### config.mk
export PLATFORM = sky130hd
export DESIGN_NAME = flag_branch_unit
export DESIGN_NICKNAME = d
export VERILOG_FILES = /design/src/rtl/wisc_pkg.sv /design/src/rtl/flag_branch_unit_cond.sv /design/src/rtl/flag_branch_unit.sv
export SDC_FILE = /design/constraint.sdc
export NUM_CORES = 1
export LEC_CHECK = 0
export BUFFER_PORTS_ARGS = -buffer_cell sky130_fd_sc_hd__buf_2
export CAP_MARGIN = 25
export CORE_AREA = 2 2 39 41
export DETAILED_ROUTE_END_ITERATION = 6
export DIE_AREA = 0 0 41 43
export GPL_ROUTABILITY_DRIVEN = 1
export GPL_TIMING_DRIVEN = 1
export SETUP_SLACK_MARGIN = 0.2
export SLEW_MARGIN = 40
export SYNTH_ARGS = -nofsm -noshare
export SYNTH_HDL_FRONTEND = slang
export SYNTH_SLANG_ARGS = --single-unit
### constraint.sdc
create_clock -name clk -period 4.5 [get_ports clk]
set_clock_uncertainty 0.1 [all_clocks]
set_input_delay 0.225 -clock clk [delete_from_list [all_inputs] [get_ports clk]]
set_output_delay 0.225 -clock clk [all_outputs]
set_load 0.02 [all_outputs]
### src/rtl/wisc_pkg.sv
// Shared definitions: opcodes, branch condition codes, flag bit positions
// and the flag-update class of each opcode.
package wisc_pkg;

    // Opcodes
    localparam logic [3:0] OP_ADD    = 4'b0000;
    localparam logic [3:0] OP_SUB    = 4'b0001;
    localparam logic [3:0] OP_XOR    = 4'b0010;
    localparam logic [3:0] OP_RED    = 4'b0011;
    localparam logic [3:0] OP_SLL    = 4'b0100;
    localparam logic [3:0] OP_SRA    = 4'b0101;
    localparam logic [3:0] OP_ROR    = 4'b0110;
    localparam logic [3:0] OP_PADDSB = 4'b0111;
    localparam logic [3:0] OP_LW     = 4'b1000;
    localparam logic [3:0] OP_SW     = 4'b1001;
    localparam logic [3:0] OP_LLB    = 4'b1010;
    localparam logic [3:0] OP_LHB    = 4'b1011;
    localparam logic [3:0] OP_B      = 4'b1100;
    localparam logic [3:0] OP_BR     = 4'b1101;
    localparam logic [3:0] OP_PCS    = 4'b1110;
    localparam logic [3:0] OP_HLT    = 4'b1111;

    // Branch condition codes
    localparam logic [2:0] CC_NEQ    = 3'b000;
    localparam logic [2:0] CC_EQ     = 3'b001;
    localparam logic [2:0] CC_GT     = 3'b010;
    localparam logic [2:0] CC_LT     = 3'b011;
    localparam logic [2:0] CC_GTE    = 3'b100;
    localparam logic [2:0] CC_LTE    = 3'b101;
    localparam logic [2:0] CC_OVFL   = 3'b110;
    localparam logic [2:0] CC_UNCOND = 3'b111;

    // Bit positions inside the {Z,V,N} flag vector
    localparam int FLG_Z = 2;
    localparam int FLG_V = 1;
    localparam int FLG_N = 0;

    // Which flags an opcode writes
    typedef enum logic [1:0] {
        FC_NONE   = 2'd0,
        FC_Z_ONLY = 2'd1,
        FC_ZVN    = 2'd2
    } flag_class_e;

    // Arithmetic ops write all three flags; logic/shift ops write Z only.
    // Memory and PC ops use the adder but never touch flags.
    function automatic flag_class_e flag_class(input logic [3:0] op);
        case (op)
            OP_ADD, OP_SUB:                 flag_class = FC_ZVN;
            OP_XOR, OP_SLL, OP_SRA, OP_ROR: flag_class = FC_Z_ONLY;
            default:                        flag_class = FC_NONE;
        endcase
    endfunction

endpackage

### src/rtl/flag_branch_unit_cond.sv
// Pure combinational branch condition evaluator on a {Z,V,N} flag vector.
module branch_cond
    import wisc_pkg::*;
(
    input  logic [2:0] ccc,
    input  logic [2:0] flags,
    output logic       taken
);

    logic z, v, n;

    assign z = flags[FLG_Z];
    assign v = flags[FLG_V];
    assign n = flags[FLG_N];

    // Decode the condition code against the flags
    always_comb begin
        taken = 1'b0;
        case (ccc)
            CC_NEQ:    taken = ~z;
            CC_EQ:     taken = z;
            CC_GT:     taken = ~z & ~n;
            CC_LT:     taken = n;
            CC_GTE:    taken = z | (~z & ~n);
            CC_LTE:    taken = n | z;
            CC_OVFL:   taken = v;
            CC_UNCOND: taken = 1'b1;
            default:   taken = 1'b0;
        endcase
    end

endmodule

### src/rtl/flag_branch_unit.sv
// Architectural Z/V/N flag register with a zero-bubble forward path from EX
// into the ID-stage branch condition evaluation.
module flag_branch_unit
    import wisc_pkg::*;
#(
    parameter int DATA_W = 16
) (
    input  logic              clk,
    input  logic              rst,
    input  logic              ex_valid,
    input  logic              ex_stall,
    input  logic [3:0]        ex_opcode,
    input  logic [DATA_W-1:0] ex_alu_out,
    input  logic              ex_zero,
    input  logic              ex_ovfl,
    input  logic              id_is_branch,
    input  logic [2:0]        id_ccc,
    output logic              branch_taken,
    output logic [2:0]        flags_q
);

    flag_class_e fclass;
    logic        we;
    logic [2:0]  new_flags;
    logic [2:0]  eff;
    logic        cond_taken;

    // Only the sign bit of the ALU result matters here
    logic unused_alu_bits;
    assign unused_alu_bits = ^ex_alu_out[DATA_W-2:0];

    // Classify the EX op, merge its new flags over the held ones, and pick
    // the forwarded value. A stalled EX op is re-presented later, so it is
    // neither written nor forwarded now.
    always_comb begin
        fclass    = flag_class(ex_opcode);
        we        = ex_valid & ~ex_stall & (fclass != FC_NONE);
        new_flags = flags_q;
        case (fclass)
            FC_ZVN: begin
                new_flags[FLG_Z] = ex_zero;
                new_flags[FLG_V] = ex_ovfl;
                new_flags[FLG_N] = ex_alu_out[DATA_W-1];
            end
            FC_Z_ONLY: new_flags[FLG_Z] = ex_zero;
            default:   new_flags = flags_q;
        endcase
        eff = we ? new_flags : flags_q;
    end

    // Flag register; reset wins over a simultaneous write
    always_ff @(posedge clk) begin
        if (rst)
            flags_q <= 3'b000;
        else if (we)
            flags_q <= new_flags;
    end

    branch_cond u_cond (
        .ccc   (id_ccc),
        .flags (eff),
        .taken (cond_taken)
    );

    assign branch_taken = id_is_branch & cond_taken;

endmodule

# == Word-level counts from Yosys, hierarchy flattened ==
# Cells that the tools add are included.
# totals
elab_cells,35
register_bits,3
mem_bits_rw,0
out_inout_bits,4
latch_bits,0
rom_bits,0
n_memories,0
# classes
mux,5
n_lt_le_gt_ge,0
eq_ne,14
shifts,0
addsub,0
div_mod_pow,0
n_reduce_logical,6
mul,0
bitwise_logic,9
# op_table
cell,n
"3-bit equality test, second input constant",4
"4-bit by 3-bit equality test with 1-bit output, second input constant",3
1-bit one-hot mux with 8 select lines,1
"3-bit by 2-bit equality test with 1-bit output, second input constant",2
1-bit AND,4
"4-bit by 1-bit equality test with 1-bit output, second input constant",1
"4-bit by 2-bit equality test with 1-bit output, second input constant",1
4-bit logical NOT,1
2-bit one-hot mux with 2 select lines,1
2-bit OR reduction,2
4-bit OR reduction,1
"3-bit by 1-bit equality test with 1-bit output, second input constant",1
3-bit logical NOT,1
3-bit 2-to-1 mux,1
1-bit inverter,3
"2-bit by 1-bit equality test with 1-bit output, second input constant",1
"2-bit equality test, second input constant",1
2-bit 2-to-1 mux,1
1-bit OR,2
2-bit nonzero test,1
1-bit 2-to-1 mux,1

# == Depth between registers and ports, before layout ==
# logic_depth
word_depth,12
mapped_depth,8
mapped_depth_nobuf,8

# == Modules after synthesis ==
# Synthesis repeated with hierarchy kept, for this count alone.
# unflattened
hier_cells,35
hier_area_um2,337.8
# by_module_without_submodules
module,instances,cells_each,area_each_um2,seq_area_each_um2
flag_branch_unit,1,24,261.5,60.1
branch_cond,1,11,76.3,0.0

# == Least setup slack after synthesis ==
# Ideal clock, no wire load.
# synth_timing
path_kind,in2out
startpoint,in ex_opcode[2]
endpoint,out branch_taken
stages,7
arrival_time_ns,2.220
slack_ns,1.955
cell_sequence,nor2_1 > a211o_1 > ha_1 > nor4b_1 > mux2i_1 > a32oi_1 > o32ai_1
# synth_between
elab_chain_len,12
word_cells_on_any_way,24
# synth_lines
element,line_no,text
"start, declared",flag_branch_unit.sv:12,"input logic [3:0] ex_opcode,"
4-bit by 2-bit equality test with 1-bit output (tied with other cells),wisc_pkg.sv:48,case (op)
4-bit OR reduction / 2-bit OR reduction (equally long branches),wisc_pkg.sv:48,
2-bit one-hot mux with 2 select lines (*),wisc_pkg.sv:48,
2-bit by 1-bit equality test with 1-bit output / 2-bit equality test (equally long branches),flag_branch_unit.sv:39,case (fclass)
2-bit OR reduction (no source line),n/a,
1-bit 2-to-1 mux,flag_branch_unit.sv:39,
3-bit 2-to-1 mux (*),n/a,
1-bit inverter,"flag_branch_unit_cond.sv:20, flag_branch_unit_cond.sv:22, flag_branch_unit_cond.sv:24",
1-bit AND,"flag_branch_unit_cond.sv:22, flag_branch_unit_cond.sv:24",
1-bit OR,flag_branch_unit_cond.sv:24,CC_GTE: taken = z | (~z & ~n);
1-bit one-hot mux with 8 select lines (*),flag_branch_unit_cond.sv:19,case (ccc)
1-bit AND (*),flag_branch_unit.sv:65,assign branch_taken = id_is_branch & cond_taken;
"end, declared",flag_branch_unit.sv:18,"output logic branch_taken,"
# Mark *: on every way between the ends. The rest lies on a longest branch, timed or not.

# == Final worst setup path ==
# layout_timing
startpoint,in ex_opcode[1]
endpoint,out branch_taken
# Same word-level chain as after synthesis.

==> results.cfg <==
[status]
status = finished, final reports clean

[synth]
syn_inst = 28
syn_area_um2 = 240.2
synth_top_area_cell = dfxtp_1
synth_common_cells = nor2_1, mux2i_1, dfxtp_1, inv_1, ha_1
seq_area_frac_synth_pct = 25.00
syn-num-nets = 60
synthArstFlopShare_pct = 0
synth_most_common_cell = nor2_1
synth_edf_count = 0
yosysUniqueCellTypes = 16
netlist.area_leader.share_pct = 25.00
synth_area_leaders = dfxtp_1, mux2i_1, ha_1, nor2_1, and4bb_2
synthFlopType = dfxtp_1
syn_area_per_cell_um2 = 8.580
yosys_warnings = 0
ys_seq_elements = 3

[detailed_routing]
vias_per_cell = 4.273
drc = 0
first_pass_iters = 4
drtIter0Drc = 2
wl_per_cell_um = 8.742
ant_nets = 0
wirelength_um = 577
num_vias = 282

[critical_path]
critPathRequiredTime_ns = 4.18
crit_family = simple AND/OR/NAND/NOR gates
path_max_fanout = 5
worstSetupPathType = in2out
worstPathCellList = buf_2 > a211o_1 > ha_1 > nor4b_1 > mux2i_1 > or3b_1 > a32oi_1 > o32ai_1 > buf_2
crit_buf_inv = 2
crit_arrival_ns = 2.53
crit_slowest_cell = mux2i_1
setup.worst_path.start_class = primary input
cp-end-kind = primary output
cpPeakStageDelay_ns = 0.44
crit_top_cell = buf_2

[power_and_ir_drop]
p_clk_share_pct = 51.2
p_leak_uw = 0.0001888
power_frac_seq_pct = 30.1
power_uw = 89.89
p_sw_share_pct = 23.31
pwr_density_cell_nw_per_um2 = 238.7
max-vdd-ir-drop_mv = 0.1415
p_sw_uw = 20.95
pwr-share-comb_pct = 18.7
internal_power_uw = 68.93

[global_routing]
grt.total_usage_pct = 7.021
grt_max_degree = 6
antenna_found_initial = 0
grt_overflow_total = 0
grt_pass1_wl_um = 793
grt_pass1_vias = 221

[sta]
finalHoldViolCount = 0
max_freq_mhz = 350.3
rsz0062_at_grt = false
setup_viol = 0
slew_viol_final = 0
fin_crit_sh_pct = 63.44
fin_crit_ns = 2.855
fin_ws_ns = 1.645
tightestPinTransition_ns = 0.4014
slew_headroom_pct = 72.48
whs_ns = 0.08163
timing.setup.tns_ns = 0

[finish]
reg.largest.list = flags_q x3
syn2layout_area_growth_pct = 56.77
drive_above_1_share_pct = 44.00
largest-register = flags_q
nNetsFinal = 83
num_antenna_cells = 0
largest_reg_flops = 3

[place]
port_buffers = 18
dp_hpwl_um = 481.2
place.gp.congestion = 0.6880
dpl_worst_slack_ns = 1.626

[clock_network]
post_cts_buffers = 0
cts_sinks = 3
clk_latency_ns = 0.23
clk_pin_slew_ns = 0.04
tritoncts = built
cts_resized = 0
cts_root_buf = clkbuf_4
cts_hold_buf = 0
cts-htree-levels = 1
cts_max_path_buffers = 2
cts_made_buffers = 3

[floorplanning]
dieArea_um2 = 1763
design.core.area_um2 = 1384
io_pins = 34
num_rows = 14
start_util_pct = 17.36
fp.dieW_um = 41
die_h_um = 43

[min_path]
hold_class = in2reg

[job]
cap_viol_max_count = 0
==> logic make-up after synthesis <==
kind of cell / share of synthesized area, %
compound gates: 16.15
fa+ha+maj: 10.42
buf+inv: 4.687
flops: 25.00
mux: 16.67
simple gates: 27.08
==> cells in the final DEF (no fill, tap or decap), drive strengths merged <==
| cell | netlist | final |
|---|---|---|
| or2b | 1 | 1 |
| ha | 2 | 2 |
| o211ai | 1 | 1 |
| or3b | 1 | 1 |
| a21oi | 1 | 1 |
| a211o | 1 | 1 |
| nor4b | 1 | 1 |
| inv | 3 | 3 |
| nor2 | 5 | 5 |
| a32oi | 1 | 1 |
| nand2 | 1 | 1 |
| buf | 0 | 18 |
| dfxtp | 3 | 3 |
| mux2i | 4 | 4 |
| clkbuf | 0 | 4 |
| o32ai | 1 | 1 |
| nor3 | 1 | 1 |
| and4bb | 1 | 1 |
==> power groups by stage <==
stage | clock (uW) | sequential (uW) | combinational [uW]
floorplan | 0 | 27.8 | 7.27
finish | 46.0 | 27.1 | 16.8
detailed placement | 0 | 27.5 | 16.8
global route | 50.3 | 27.1 | 18.6
CTS | 48.8 | 27.1 | 16.9
global placement | 0 | 27.5 | 16.4
==> worst register-to-register path, cell delays in order (launching register included) <==
cell,delay (ns)
dfxtp_1,0.30
mux2i_1,0.32
nor2_1,0.07
==> layout make-up <==
cell class / instances / area (um^2)
Sequential cell: 3 / 60.06
Tap cell: 16 / 20.02
Fill cell: 155 / 1007
Multi-Input combinational cell: 22 / 168.9
Timing Repair Buffer: 18 / 90.09
Inverter: 3 / 11.26
Clock buffer: 4 / 26.28
==> stage by stage <==
stage	instance area [um^2]	util [%]	std cells
after CTS	376.6	27.22	66
after floorplan	240.2	-	28
final	376.6	27.22	66
after detailed placement	350.3	25.32	62
after global routing	376.6	27.22	66
after global placement	350.3	25.32	62
==> per-layer routing <==
layer / vias to the layer above / part of all wire (%) / track usage [%]
li1: 147 / - / -
met1: 122 / 38 / 6.410
met5: - / 0 / 0
met3: 2 / 8.5 / 1.571
met4: 0 / 2.9 / 8.000
met2: 11 / 51 / 10.94
==> worst paths after layout <==
check | cells after the start | slack [ns] | from | end
setup reg to reg | 2 | 3.59 | flags_q[2] | flags_q[2]
hold / removal | 2 | 0.08 | rst | flags_q[2]
setup / recovery | 9 | 1.65 | ex_opcode[1] | branch_taken
hold reg to reg | 2 | 0.46 | flags_q[1] | flags_q[1]
No activity file was read; power rests on OpenSTA's default activity.
